--- config.mk ---
export PLATFORM = sky130hd
export DESIGN_NAME = lcd_frame_feeder_flat
export DESIGN_NICKNAME = d
export VERILOG_FILES = /design/src/rtl/lcd_pkg.sv /design/src/rtl/lcd_frame_feeder_if.sv /design/src/rtl/lcd_init_rom.sv /design/src/rtl/lcd_frame_feeder.sv /design/src/flat_wrapper.sv
export SDC_FILE = /design/constraint.sdc
export NUM_CORES = 1
export LEC_CHECK = 0
export CELL_PAD_IN_SITES_DETAIL_PLACEMENT = 1
export CELL_PAD_IN_SITES_GLOBAL_PLACEMENT = 2
export CORE_MARGIN = 5
export CORE_UTILIZATION = 41
export CTS_CLUSTER_DIAMETER = 80
export DETAILED_ROUTE_END_ITERATION = 10
export PLACE_DENSITY_LB_ADDON = 0.12
export SLEW_MARGIN = 20
export SYNTH_ARGS = -nofsm -noshare
export SYNTH_HDL_FRONTEND = slang
export SYNTH_SLANG_ARGS = --single-unit
--- constraint.sdc ---
create_clock -name CLK -period 4.35 [get_ports CLK]
set_input_delay 0.6525 -clock CLK [delete_from_list [all_inputs] [get_ports CLK]]
set_output_delay 0.6525 -clock CLK [all_outputs]
set_load 0.01 [all_outputs]
--- src/rtl/lcd_pkg.sv ---
// Shared constants for the SPI LCD frame feeder: word width, panel opcodes and FSM state encoding.
package lcd_pkg;

  localparam int LCD_WORD_W = 9;

  localparam logic [7:0] SLPOUT       = 8'h11;
  localparam logic [7:0] COLMOD       = 8'h3A;
  localparam logic [7:0] MADCTL       = 8'h36;
  localparam logic [7:0] CASET        = 8'h2A;
  localparam logic [7:0] RASET        = 8'h2B;
  localparam logic [7:0] DISPON       = 8'h29;
  localparam logic [7:0] RAMWR        = 8'h2C;
  localparam logic [7:0] COLMOD_18BPP = 8'h66;

  typedef enum logic [2:0] {
    ST_RST_LOW   = 3'd0,
    ST_RST_WAIT  = 3'd1,
    ST_INIT      = 3'd2,
    ST_SLP_WAIT  = 3'd3,
    ST_PIXEL     = 3'd4,
    ST_FRAME_END = 3'd5
  } lcd_state_e;

  // DCX=0 marks a command byte, DCX=1 a parameter/pixel byte.
  function automatic logic [LCD_WORD_W-1:0] cmd_word(input logic [7:0] b);
    return {1'b0, b};
  endfunction

  function automatic logic [LCD_WORD_W-1:0] dat_word(input logic [7:0] b);
    return {1'b1, b};
  endfunction

endpackage

--- src/rtl/lcd_frame_feeder_if.sv ---
// Word handshake between the frame feeder (master) and the SPI serializer (slave).
interface lcd_frame_feeder_if;
  import lcd_pkg::*;

  logic [LCD_WORD_W-1:0] WORD_DATA;
  logic                  WORD_VALID;
  logic                  WORD_READY;

  modport master (output WORD_DATA, output WORD_VALID, input WORD_READY);
  modport slave  (input WORD_DATA, input WORD_VALID, output WORD_READY);

endinterface

--- src/rtl/lcd_init_rom.sv ---
// Panel init command list as a combinational lookup; window size follows H_RES/V_RES.
module lcd_init_rom
  import lcd_pkg::*;
#(
  parameter int H_RES = 128,
  parameter int V_RES = 160
) (
  input  logic [4:0]            index,
  output logic [LCD_WORD_W-1:0] word
);

  always_comb begin
    // NOTE: default assignment first so no path through the case leaves word unassigned (no latch).
    word = '0;
    case (index)
      5'd0:    word = cmd_word(SLPOUT);
      5'd1:    word = cmd_word(COLMOD);
      5'd2:    word = dat_word(COLMOD_18BPP);
      5'd3:    word = cmd_word(MADCTL);
      5'd4:    word = dat_word(8'h00);
      5'd5:    word = cmd_word(CASET);
      5'd6:    word = dat_word(8'h00);
      5'd7:    word = dat_word(8'h00);
      5'd8:    word = dat_word(8'h00);
      5'd9:    word = dat_word(8'(H_RES - 1));
      5'd10:   word = cmd_word(RASET);
      5'd11:   word = dat_word(8'h00);
      5'd12:   word = dat_word(8'h00);
      5'd13:   word = dat_word(8'h00);
      5'd14:   word = dat_word(8'(V_RES - 1));
      5'd15:   word = cmd_word(DISPON);
      5'd16:   word = cmd_word(RAMWR);
      default: word = '0;
    endcase
  end

endmodule

--- src/rtl/lcd_frame_feeder.sv ---
// Panel reset, init sequence and RGB666 colour-bar frames as 9-bit {DCX,byte} words.
// Define LCD_FRAME_REPEAT_EN to stream frames forever (RAMWR between frames); otherwise one frame.
module lcd_frame_feeder
  import lcd_pkg::*;
#(
  parameter int H_RES        = 128,
  parameter int V_RES        = 160,
  parameter int RST_LOW_CYC  = 160,
  parameter int RST_WAIT_CYC = 1920000,
  parameter int SLP_WAIT_CYC = 1920000,
  parameter int BAR_W        = 16
) (
  input  logic                CLK,
  input  logic                RST_N,
  output logic                RESX,
  lcd_frame_feeder_if.master  wbus,
  output logic                INIT_DONE,
  output logic                FRAME_DONE
);

  localparam int MAX_A    = (RST_LOW_CYC > RST_WAIT_CYC) ? RST_LOW_CYC : RST_WAIT_CYC;
  localparam int MAX_WAIT = (MAX_A > SLP_WAIT_CYC) ? MAX_A : SLP_WAIT_CYC;
  localparam int CNT_W    = (MAX_WAIT > 2) ? $clog2(MAX_WAIT) : 1;
  localparam int BAR_SH   = $clog2(BAR_W);

  localparam logic [2:0] S_RST_LOW   = ST_RST_LOW;
  localparam logic [2:0] S_RST_WAIT  = ST_RST_WAIT;
  localparam logic [2:0] S_INIT      = ST_INIT;
  localparam logic [2:0] S_SLP_WAIT  = ST_SLP_WAIT;
  localparam logic [2:0] S_PIXEL     = ST_PIXEL;
  localparam logic [2:0] S_FRAME_END = ST_FRAME_END;

  localparam logic [4:0] INIT_LAST = 5'd16;

  logic [2:0]            state;
  logic [CNT_W-1:0]      cnt;
  logic [4:0]            idx;
  logic [7:0]            x, y;
  logic [1:0]            sub;
  logic                  valid;
  logic                  fire;
  logic [7:0]            xbar;
  logic [2:0]            bar;
  logic                  chan_bit;
  logic [LCD_WORD_W-1:0] rom_word;
  logic [LCD_WORD_W-1:0] word_next;

  lcd_init_rom #(.H_RES(H_RES), .V_RES(V_RES)) u_rom (
    .index (idx),
    .word  (rom_word)
  );

  assign fire = valid && wbus.WORD_READY;
  assign xbar = x >> BAR_SH;
  assign bar  = xbar[2:0];

  // Sub-byte index selects the channel: R=bar[2], G=bar[1], B=bar[0].
  always_comb begin
    chan_bit = bar[0];
    case (sub)
      2'd0:    chan_bit = bar[2];
      2'd1:    chan_bit = bar[1];
      default: chan_bit = bar[0];
    endcase
  end

  // The presented word is a pure function of held state, so it cannot change while stalled.
  always_comb begin
    word_next = '0;
    case (state)
      S_INIT:      word_next = rom_word;
      S_PIXEL:     word_next = dat_word({{6{chan_bit}}, 2'b00});
      S_FRAME_END: word_next = cmd_word(RAMWR);
      default:     word_next = '0;
    endcase
  end

  assign wbus.WORD_DATA  = valid ? word_next : '0;
  assign wbus.WORD_VALID = valid;

  always_ff @(posedge CLK or negedge RST_N) begin
    if (!RST_N) begin
      state      <= S_RST_LOW;
      cnt        <= '0;
      idx        <= '0;
      x          <= '0;
      y          <= '0;
      sub        <= '0;
      valid      <= 1'b0;
      RESX       <= 1'b0;
      INIT_DONE  <= 1'b0;
      FRAME_DONE <= 1'b0;
    end else begin
      // NOTE: non-blocking assignments so every register updates from pre-edge values.
      FRAME_DONE <= 1'b0;
      case (state)
        S_RST_LOW: begin
          if (cnt == CNT_W'(RST_LOW_CYC - 1)) begin
            state <= S_RST_WAIT;
            cnt   <= '0;
            RESX  <= 1'b1;
          end else begin
            cnt <= cnt + CNT_W'(1);
          end
        end
        S_RST_WAIT: begin
          if (cnt == CNT_W'(RST_WAIT_CYC - 1)) begin
            state <= S_INIT;
            cnt   <= '0;
            valid <= 1'b1;
          end else begin
            cnt <= cnt + CNT_W'(1);
          end
        end
        S_INIT: begin
          if (fire) begin
            if (idx == 5'd0) begin
              state <= S_SLP_WAIT;
              valid <= 1'b0;
              idx   <= 5'd1;
            end else if (idx == INIT_LAST) begin
              state     <= S_PIXEL;
              INIT_DONE <= 1'b1;
            end else begin
              idx <= idx + 5'd1;
            end
          end
        end
        S_SLP_WAIT: begin
          if (cnt == CNT_W'(SLP_WAIT_CYC - 1)) begin
            state <= S_INIT;
            cnt   <= '0;
            valid <= 1'b1;
          end else begin
            cnt <= cnt + CNT_W'(1);
          end
        end
        S_PIXEL: begin
          if (fire) begin
            if (sub != 2'd2) begin
              sub <= sub + 2'd1;
            end else begin
              sub <= 2'd0;
              if (x == 8'(H_RES - 1)) begin
                x <= 8'd0;
                if (y == 8'(V_RES - 1)) begin
                  y          <= 8'd0;
                  FRAME_DONE <= 1'b1;
                  state      <= S_FRAME_END;
`ifndef LCD_FRAME_REPEAT_EN
                  valid      <= 1'b0;
`endif
                end else begin
                  y <= y + 8'd1;
                end
              end else begin
                x <= x + 8'd1;
              end
            end
          end
        end
        S_FRAME_END: begin
`ifdef LCD_FRAME_REPEAT_EN
          if (fire) state <= S_PIXEL;
`else
          state <= S_FRAME_END;
`endif
        end
        default: state <= S_RST_LOW;
      endcase
    end
  end

endmodule

--- src/flat_wrapper.sv ---
// flat-port wrapper written by rule: the top's interface ports become plain ports
module lcd_frame_feeder_flat import lcd_pkg::*;
#(
  parameter int H_RES        = 128,
  parameter int V_RES        = 160,
  parameter int RST_LOW_CYC  = 160,
  parameter int RST_WAIT_CYC = 1920000,
  parameter int SLP_WAIT_CYC = 1920000,
  parameter int BAR_W        = 16
)
  (CLK, RST_N, RESX, INIT_DONE, FRAME_DONE, wbus_WORD_DATA, wbus_WORD_VALID, wbus_WORD_READY);
  lcd_frame_feeder_if wbus_i ();
  input  logic CLK;
  input  logic RST_N;
  output logic RESX;
  output logic INIT_DONE;
  output logic FRAME_DONE;
  output wire logic [$bits(wbus_i.WORD_DATA)-1:0] wbus_WORD_DATA;
  output wire logic [$bits(wbus_i.WORD_VALID)-1:0] wbus_WORD_VALID;
  input wire logic [$bits(wbus_i.WORD_READY)-1:0] wbus_WORD_READY;
  assign wbus_WORD_DATA = wbus_i.WORD_DATA;
  assign wbus_WORD_VALID = wbus_i.WORD_VALID;
  assign wbus_i.WORD_READY = wbus_WORD_READY;
  lcd_frame_feeder #(.H_RES(H_RES), .V_RES(V_RES), .RST_LOW_CYC(RST_LOW_CYC), .RST_WAIT_CYC(RST_WAIT_CYC), .SLP_WAIT_CYC(SLP_WAIT_CYC), .BAR_W(BAR_W)) u_core (.CLK(CLK), .RST_N(RST_N), .RESX(RESX), .wbus(wbus_i), .INIT_DONE(INIT_DONE), .FRAME_DONE(FRAME_DONE));
endmodule
# == After elaboration in Yosys (flattened, before gate mapping) ==
# Memory sizes are Yosys's and may differ from the RTL's.
# Cells that the tools add are included.
# classes
add_sub_neg,5
multipliers,0
div_mod_pow,0
magnitude_cmp,0
eq_ne,22
shifts,0
n_mux,34
bitwise_logic,2
n_reduce_logical,15
# op_table
cell,n
$mux 21,2
$pmux 21 s2,1
$mux 3,9
$pmux 9 s3,1
$add 21x1->21 const B,1
$eq 21x21->1 const B,1
$eq 21x8->1 const B,1
$add 8x1->8 const B,2
$mux 8,2
$ne 2x1->1 const B,8
$reduce_and 8->1,2
$pmux 3 s5,1
$mux 1,12
$mux 5,2
$mux 9,1
$eq 8x7->1 const B,1
$eq 8x8->1 const B,1
$reduce_and 4->1,2
$eq 3x2->1 const B,2
$eq 3x3->1 const B,2
$reduce_and 3->1,2
$add 5x1->5 const B,1
$eq 5x5->1 const B,1
$logic_not 5->1,1
other kinds (16),19
# word_totals
ff_bits,51
latchBits,0
mem_bits_rw,0
mem_bits_ro,288
elab_cells,89
n_memories,1
# memory_table
name,words,width,read_ports,rd_ports_with_merged_regs,write_ports,line,rtl
(no name shown),32,9,1,0,0,lcd_init_rom.sv:15,case (index)

# == Logic depth before layout (Yosys ltp) ==
# depth
ltp_word,6
depth_mapped,7
mapped_depth_nobuf,7

# == By module ==
# Synthesis repeated with hierarchy kept, for this count alone.
# hier_totals
cells_unflattened,335
area_unflattened_um2,3079.2
# by_module_without_submodules
mod,n_inst,cells_per_inst,area_per_inst_um2,seq_area_each_um2
lcd_frame_feeder,1,289,2746.4,1276.2
lcd_init_rom,1,46,332.8,0.0

# == Least setup slack after synthesis ==
# OpenSTA, ideal clock, no wires.
# synth_path
path_kind,register -> output
start,register u_core.idx[1]
end,output port wbus_WORD_DATA[3]
arrival_time_ns,1.781
required_time_ns,3.697
setup_slack_ns,1.916
path_stages_with_launch,8
n_path_buf,0
path_cell_list,dfrtp_1 -> inv_1 -> ha_1 -> nor3b_1 -> nand2_1 -> inv_1 -> o21ai_0 -> a21oi_1
# synth_between
elab_chain_cells,3
# synth_rtl
element,line,rtl
start: declaration,lcd_frame_feeder.sv:37,logic [4:0] idx;
start signal: assignment,lcd_frame_feeder.sv:125,idx <= idx + 5'd1;
$mem_v2 32x9,-,
$pmux 9 s3,lcd_frame_feeder.sv:70,case (state)
$mux 9,lcd_frame_feeder.sv:78,assign wbus.WORD_DATA = valid ? word_next : '0;
end: declaration,flat_wrapper.sv:18,output wire logic [$bits(wbus_i.WORD_DATA)-1:0] wbus_WORD_DATA;
# Every way passes these cells.

# == Worst setup path after layout ==
# Same ends and word-level chain as after synthesis.

==> impl_metrics.ini <==
[logic_synthesis]
yosys.area.top_type_share_pct = 41.5
synth_mux_area_share_pct = 1.38
synth_compound_area_share_pct = 12.6
synthTopCellsByArea = dfrtp_1 42%, nand2_1 5.6%, xnor2_1 4.6%
synthAdderAreaFrac_pct = 4.07
syn_area_um2 = 3070
synth_top_family_by_area = simple AND/OR/NAND/NOR gates
ys_async_sr_fraction_pct = 100
synth_edf_count = 0
mappedNetlistNets = 344
synth_xor_area_share_pct = 7.41
yosysMostFrequentCell = dfrtp_1
postSynthCellCount = 331
syn_avg_cell_area_um2 = 9.29
yosys_most_used_dff = dfrtp_1
ys.warnings.count = 0
yosys.area_share.simple_pct = 30.5
synth.distinct_cells = 57
synth_common_cells = 51 x dfrtp_1, 46 x nand2_1, 23 x o21ai_0
yosysTopAreaCell = dfrtp_1
ys_seq_area_share_pct = 41.5
ys_ff_latch = 51

[power]
cellLeakagePower_nw = 1.39
vdd_drop_max_uv = 138
p_per_area_nw_per_um2 = 240

[sta]
tns_ns = 0
period_needed_ns = 3.16
skew_ns = 0.0109
setup_viol = 0
rsz0062_at_grt = false
timing.hold.ws_ns = 0.442
fmax_ghz = 0.316
slew_viol_final = 0
slew_headroom_pct = 49.8
min_period_over_period_pct = 72.7
fin_ws_ns = 1.19
hold_viol_final = 0
worst_pin_slew_ns = 0.753

[cells_and_area]
finalInstanceArea_um2 = 3420
stdcell_count = 446
syn2layout_area_growth_pct = 11.2
layout.nets = 359
drive_gt1_share_pct = 11.5
antenna_cells = 0

[floorplanning]
die_w_um = 96.6
die_height_um = 96.6
rows = 31
start_util_pct = 42.2
die_area_um2 = 9330
ios = 16
coreArea_um2 = 7290

[clock_network]
ctsLongestPathBuffers = 2
clk_latency_ns = 0.31
postCtsHoldBufs = 0
post_cts_buffers = 0
numCtsBuffers = 5
clock-sinks = 51
path_clk_slew_ns = 0.10
cts_htree_levels = 2
cts_resized = 0
cts_tree = built
clock-root-buffer = clkbuf_8

[hold_path]
hold_class = input pin to async pin

[detailed_routing]
ant_nets = 0
initialDrtViolationCount = 88
vias = 2428
drc = 0
wire_per_inst_um = 15.8
viasPerCell = 5.44
firstDrtPassIters = 4
routed_wl_um = 7050

[critical_path]
r2r_slack_ns = 2.07
critPathKind = flop to primary output
critPathArrivalTime_ns = 2.51
cp-start-kind = flop
cp_max_fo = 10
r2r.worst_path.cells = 6
endpoint_kind = primary output
rr_endpoint = u_core.cnt[20]
timing.rr.start = u_core.cnt[0]
crit_start = u_core.idx[1]
crit_required_ns = 3.70
endpoint = wbus_WORD_DATA[3]

[status]
outcome = complete, no violations

[grt]
grt_use_total_pct = 16.8
grt_max_degree = 52
grt_pass1_vias = 2537
antenna_found_initial = 0
grt_overflow = 0
grt_pass1_wl_um = 12400

[place]
placed_area_um2 = 3310
dp_slack_ns = 1.49
gp_congestion = 0.802
dpl.hpwl_um = 5230
placedCellCount = 438
numPortBuffers = 15

[run]
max-cap-violations = 0
==> per-layer routing <==
layer	global-route usage, %	routed length (µm)	vias up
met4	3.97	71	0
met1	24.0	3590	1190
met3	2.79	136	5
met5	0	0	-
li1	-	-	1216
met2	26.5	3250	17
==> worst max-delay path, stage by stage, from the launching register on <==
cell and delay [ns]:
dfrtp_1 0.52, inv_1 0.13, ha_1 0.31, nand2b_1 0.09, a21bo_2 0.24, a21oi_1 0.12
o21ai_0 0.09, a21oi_1 0.15, clkdlybuf4s50_1 0.56
==> worst min path at each step <==
stage                          start                 to  slack, ns  cells past startpoint
finish                         RST_N        u_core.y[0]       0.44                      2
global route                   RST_N     u_core.cnt[15]       0.52                      2
CTS                            RST_N  u_core.FRAME_DONE       0.48                      2
detailed placement       u_core.RESX        u_core.RESX       0.46                      1
global placement    u_core.INIT_DONE   u_core.INIT_DONE       0.45                      1
floorplan                      RST_N  u_core.FRAME_DONE       0.36                      0
==> area by class of cell <==
type                       instances  area (µm²)
timing repair buffer              18         168
clock inverter                     3        43.8
clock buffer                       5        68.8
inverter                           5        18.8
multi-input combinational        265        1720
sequential                        51        1280
tap                               99         124
fill                             886        3870
==> cell usage in the layout, fill, tap and decap left out, types with 6 or more instances in the layout <==
cell type,n
a21oi_1,14
and3_1,6
clkdlybuf4s50_1,14
dfrtp_1,51
ha_1,10
nand2_1,46
nand2b_1,6
nand3_1,18
nand4_1,19
nor2_1,11
nor2_2,10
nor3_1,8
o21ai_0,23
xnor2_1,16
xor2_1,10
==> per-stage QoR <==
step	total power [mW]	utilization, %
2_1_floorplan	0.484	-
3_3_place_gp	0.496	45.3
3_5_place_dp	0.497	45.3
4_1_cts	0.835	46.9
5_1_grt	0.859	46.9
6_report	0.819	46.9
==> power by group <==
| part | total, mW | internal, mW | switching, mW |
|---|---|---|---|
| registers | 0.474 | 0.474 | 0 |
| clock network | 0.333 | 0.171 | 0.162 |
| logic | 0.0124 | 0.00187 | 0.0105 |
==> cells by family (layout without fill, tap and decap cells) <==
group,count (synthesis),in the layout
flops,51,51
buf+inv,15,31
compound gates,62,62
fa+ha+maj,10,10
xor+xnor,26,26
simple gates,164,164
mux,3,3
==> state kept, by name, indices dropped and copies added, names as in the netlist, 2 cells and up <==
signal        flops
u_core.cnt       21
u_core.x          8
u_core.y          8
u_core.idx        5
u_core.state      3
u_core.sub        2
No activity file was read; power rests on OpenSTA's default activity.
